==> config.mk <==
export PLATFORM = sky130hd
export DESIGN_NAME = out_signature_misr
export DESIGN_NICKNAME = d
export VERILOG_FILES = /design/src/rtl/out_signature_misr.sv
export SDC_FILE = /design/constraint.sdc
export NUM_CORES = 1
export LEC_CHECK = 0
export BUFFER_PORTS_ARGS = -buffer_cell sky130_fd_sc_hd__buf_4
export CORE_AREA = 2 2 181 183
export DETAILED_ROUTE_END_ITERATION = 6
export DIE_AREA = 0 0 183 185
export GPL_ROUTABILITY_DRIVEN = 0
export RECOVER_POWER = 25
export SYNTH_ARGS = -nofsm -noshare
export SYNTH_HDL_FRONTEND = slang
export SYNTH_SLANG_ARGS = --single-unit
==> constraint.sdc <==
create_clock -name clk -period 4.3 [get_ports clk]
set_clock_uncertainty 0.05 [all_clocks]
set_input_delay 0.43 -clock clk [delete_from_list [all_inputs] [get_ports clk]]
set_output_delay 0.43 -clock clk [all_outputs]
set_load 0.005 [all_outputs]
==> src/rtl/out_signature_misr.sv <==
// Multiple-input signature register that compacts the fuzz DUT's out_flat word
// over a programmed number of accepted samples and compares the result with a golden value.
module out_signature_misr #(
  parameter int              DATA_W = 330,
  parameter int              SIG_W  = 32,
  parameter logic [SIG_W-1:0] POLY  = 32'h04C11DB7,
  parameter logic [SIG_W-1:0] SEED  = 32'hFFFFFFFF,
  parameter int              CNT_W  = 32
) (
  input  logic              clk,
  input  logic              rst,
  input  logic              start,
  input  logic [CNT_W-1:0]  num_cycles,
  input  logic              in_valid,
  input  logic [DATA_W-1:0] in_data,
  input  logic [SIG_W-1:0]  expected_sig,
  output logic              busy,
  output logic              done,
  output logic [SIG_W-1:0]  signature,
  output logic [CNT_W-1:0]  sample_count,
  output logic              pass
);

  localparam int N_CHUNKS = (DATA_W + SIG_W - 1) / SIG_W;
  localparam int PAD_W    = N_CHUNKS * SIG_W;

  localparam logic [1:0] ST_IDLE = 2'd0;
  localparam logic [1:0] ST_RUN  = 2'd1;
  localparam logic [1:0] ST_DONE = 2'd2;

  localparam logic [CNT_W-1:0] CNT_ZERO = {CNT_W{1'b0}};
  localparam logic [CNT_W-1:0] CNT_ONE  = {{(CNT_W-1){1'b0}}, 1'b1};

  // XOR of all zero-padded SIG_W-wide chunks of the input word.
  function automatic logic [SIG_W-1:0] fold_word(input logic [DATA_W-1:0] d);
    logic [PAD_W-1:0] padded;
    logic [SIG_W-1:0] acc;
    padded = {PAD_W{1'b0}};
    padded[DATA_W-1:0] = d;
    acc = {SIG_W{1'b0}};
    for (int k = 0; k < N_CHUNKS; k++) begin
      acc = acc ^ padded[k*SIG_W +: SIG_W];
    end
    return acc;
  endfunction

  // One MISR shift: Galois feedback on the outgoing MSB, then fold injection.
  function automatic logic [SIG_W-1:0] misr_step(input logic [SIG_W-1:0] sig,
                                                 input logic [SIG_W-1:0] fold);
    logic [SIG_W-1:0] fb;
    fb = sig[SIG_W-1] ? POLY : {SIG_W{1'b0}};
    return {sig[SIG_W-2:0], 1'b0} ^ fb ^ fold;
  endfunction

  logic [1:0]       state_r;
  logic [SIG_W-1:0] sig_r;
  logic [CNT_W-1:0] cnt_r;
  logic [CNT_W-1:0] target_r;
  logic             busy_r;
  logic             done_r;

  logic [1:0]       state_nxt_s;
  logic [SIG_W-1:0] sig_nxt_s;
  logic [CNT_W-1:0] cnt_nxt_s;
  logic [CNT_W-1:0] target_nxt_s;
  logic [CNT_W-1:0] cnt_inc_s;
  logic [SIG_W-1:0] fold_s;

  assign cnt_inc_s = cnt_r + CNT_ONE;
  assign fold_s    = fold_word(in_data);

  // Next-state and datapath selection for the IDLE/RUN/DONE controller.
  always_comb begin
    state_nxt_s  = state_r;
    sig_nxt_s    = sig_r;
    cnt_nxt_s    = cnt_r;
    target_nxt_s = target_r;
    case (state_r)
      ST_IDLE, ST_DONE: begin
        if (start) begin
          sig_nxt_s    = SEED;
          cnt_nxt_s    = CNT_ZERO;
          target_nxt_s = num_cycles;
          if (num_cycles == CNT_ZERO) begin
            state_nxt_s = ST_DONE;
          end else begin
            state_nxt_s = ST_RUN;
          end
        end else begin
          state_nxt_s = state_r;
        end
      end
      ST_RUN: begin
        if (in_valid) begin
          sig_nxt_s = misr_step(sig_r, fold_s);
          cnt_nxt_s = cnt_inc_s;
          if (cnt_inc_s == target_r) begin
            state_nxt_s = ST_DONE;
          end else begin
            state_nxt_s = ST_RUN;
          end
        end else begin
          state_nxt_s = ST_RUN;
        end
      end
      default: begin
        state_nxt_s = ST_IDLE;
      end
    endcase
  end

  // State, datapath and registered status flags.
  always_ff @(posedge clk or posedge rst) begin
    if (rst) begin
      state_r  <= ST_IDLE;
      sig_r    <= SEED;
      cnt_r    <= CNT_ZERO;
      target_r <= CNT_ZERO;
      busy_r   <= 1'b0;
      done_r   <= 1'b0;
    end else begin
      state_r  <= state_nxt_s;
      sig_r    <= sig_nxt_s;
      cnt_r    <= cnt_nxt_s;
      target_r <= target_nxt_s;
      busy_r   <= (state_nxt_s == ST_RUN);
      done_r   <= (state_nxt_s == ST_DONE);
    end
  end

  assign busy         = busy_r;
  assign done         = done_r;
  assign signature    = sig_r;
  assign sample_count = cnt_r;
  assign pass         = done_r && (sig_r == expected_sig);

endmodule

==> run metrics <==
Clk pin slew, worst setup/hold paths=around 0.08 ns; top cells by count, synth=xnor2_1, nand2_1, o21ai_0, dfrtp_1, xor2_1; Peak VDD IR=a little over 0.0002 V; fillers=between 3000 and 4000; Synth top area share=about 36%; TritonCTS buffer count=9; Initial Util=between 20% and 30%; Max Cap Viol=1; Pwr Density=roughly 470 nW/µm²; M2 GR Usage=between 30% and 40%; # resized after CTS=0; Synth Flop Type=dfrtp_1; DR DRC count=0; Syn Area/Cell=between 8 and 9 µm²; minimum clock period=about 3.4 ns; sw frac=40.2%; asr flop ratio synth=100%; overall routing resource usage=20.6%; Port-buffer cells=approximately 460; worst-path maximum fanout=11; synth unique cells=62; Post-CTS Setup Repair Bufs=0; Layout Nets=approximately 1800; Detailed Routing Iterations Pass 1=5; 1st-iter DRT viols=between 500 and 600; # H-tree levels=3; Final Cycle Share=between 70% and 80%; RSZ-0062 raised after global routing=false; largest net degree at the start of global routing=107; Leak Pwr=about 5.5 nW; Bufs on Longest Clock Path=2; RR Startpoint=sample_count[0]; hold crit path type=in2reg; ratio of cells with drive above 1 in the final layout=around 37%; Mapped Nets=approximately 1400; clk sink count=100; DR WL/cell=approximately 19 µm; Area contributors post-synth=xnor2_1, dfrtp_1, dfstp_2, o21ai_0, xor2_1; Hold Path Sink=target_r[3]; synthesized flop and latch total=100; crit path DAT=approximately 3.6 ns; number of synthesized flops with an enable pin=0; synth-to-layout area growth=47.1%; Clk Tree Root Cell=clkbuf_16; remaining antenna violation count=0; Die Ht=between 150 and 200 µm; combinational cell fraction of total power=53.4%; hold path depth=3; antenna violations before repair=1; Fin. Hold Viols=0; hpwl dp=29600 µm; Layout Cell Area excl Fill=between 10000 and 15000 µm²; Vias per Instance=~4.7; Hold-fix buffers, CTS=0; maximum clock rate=a little under 300 MHz; Seq/Total Area, Yosys=29.0%; I/O pin count=between 400 and 500; Int Power=~3.6 mW; placed cell area=between 10000 and 15000 µm²; R2R setup slack=0.91 ns; met1 usage=24.3%; status=finished with violations; Core ar.=between 30000 and 40000 µm²; setup TNS=0 ns; R2R Path End=busy; cell taking the most area after synthesis=xnor2_1; Final Power=just over 6 mW; FF+latch area=between 2000 and 3000 µm²; library cell with the highest instance count after synthesis=xnor2_1; worst slew pin tran=3.02 ns; Die X=approximately 180 µm; DIE AREA=33900 µm²; Seq pwr share=between 30% and 40%; vias in the first global route=about 8500; Hold Slack=approximately 0.22 ns; CTS tree=built; met3 Resource Use GR=roughly 5.8%; hold wc startpoint=num_cycles[3]; # setup viols final=0; synthesized area=approximately 9000 µm²; first-pass GRT wire length=approximately 52000 µm; Cell Rows=66; CP startpoint kind=flop; multi-input combinational cell area=~6000 µm²; busiest grt layer=met2; Slew headroom=-101%; Clock Power Share=between 10% and 20%; synthesized netlist cell count=998; CP required=4.49 ns; Reg2Reg Depth=9; Slew Limit Fails=78; critical path class=reg2reg; final wirelength=35800 µm; Crit. End Element=flop; worst skew pair latency=0.36 ns; GRT Residual Overflow=0; failing checks=max-capacitance violations, max-slew violations; Net Switching=roughly 2.5 mW; Warnings, synthesis=0; routed via count=8600
-- power groups by stage --
stage               Combinational (mW)  Sequential (mW)  Clock (mW)
floorplan                         2.25             1.72           0
global placement                  3.25             1.96           0
detailed placement                3.29             1.97           0
CTS                               3.31             1.96       0.931
global route                      3.59             2.00       0.963
finish                            3.26             1.95       0.896
-- registers in the layout (all words and copies together), names as in the netlist --
name and flops:
state_r 2, target_r 32, done 1, signature 32, sample_count 32, busy 1
-- worst max-delay path, stage by stage, from the launching register on --
cell	delay, ns
dfrtp_1	0.46
ha_1	0.29
nand4_1	0.53
nor3_1	0.53
xnor2_1	0.17
nand4_1	0.08
or4_1	0.60
nor4_4	0.22
nand4_2	0.19
o2bb2ai_1	0.16
-- how the worst max path moves through the flow --
stage / cells after the start / to / startpoint / slack, ns
floorplan: 1 / busy / rst / 1.25
CTS: 9 / busy / sample_count[0] / 0.90
global route: 9 / done / sample_count[0] / 0.63
detailed placement: 9 / state_r[0] / sample_count[0] / 0.94
global placement: 9 / busy / sample_count[0] / 1.04
finish: 9 / busy / sample_count[0] / 0.91
-- layout by cell type, fill, tap and decap left out, types with 3 or more instances in the layout --
cell type,instances
nor4_1,16
clkbuf_16,9
and2_1,6
nand4_1,23
nor3b_1,3
dfrtp_1,68
xor2_1,60
nor3_1,10
o21ai_0,113
inv_1,4
o41ai_1,4
o22ai_1,3
inv_8,3
dfstp_2,32
nor2_1,24
o31ai_1,5
xnor2_1,364
nand3_1,20
and4_1,3
a21oi_1,10
and3_1,7
nand2_1,124
nand2b_1,3
buf_4,466
-- per-stage QoR --
stage	worst slack [ns]	instances	utilization, %
floorplan	1.25	998	-
detailed placement	0.944	1826	39.3
CTS	0.903	1842	40.3
finish	0.908	1844	40.3
global route	0.627	1843	40.3
global placement	1.04	1826	39.3
-- logic make-up after synthesis --
group | Yosys count | share of synthesized area, %
buffers and inverters | 51 | 2.72
DFF | 100 | 29.0
adders and majority gates | 1 | 0.143
AOI/OAI and AO/OA | 152 | 9.76
xor gates and xnor gates | 424 | 42.3
and+or+nand+nor | 269 | 15.9
muxes | 1 | 0.114
-- per-layer routing --
| metal | wire, µm | up-vias |
|---|---|---|
| li1 | - | 4193 |
| met1 | 13800 | 4073 |
| met2 | 19000 | 316 |
| met3 | 2680 | 18 |
| met4 | 329 | 0 |
| met5 | 0 | - |
-- cell type report --
class                      instances  area share [%]
antenna                            2          0.0388
clock buffer                       9            1.75
clock inverter                     7           0.689
inverter                           4           0.116
multi-input combinational        847            46.6
sequential                       100            19.7
tap                              408            3.96
timing repair buffer             467            27.2
Note: power is estimated with default switching activity, not from simulation.
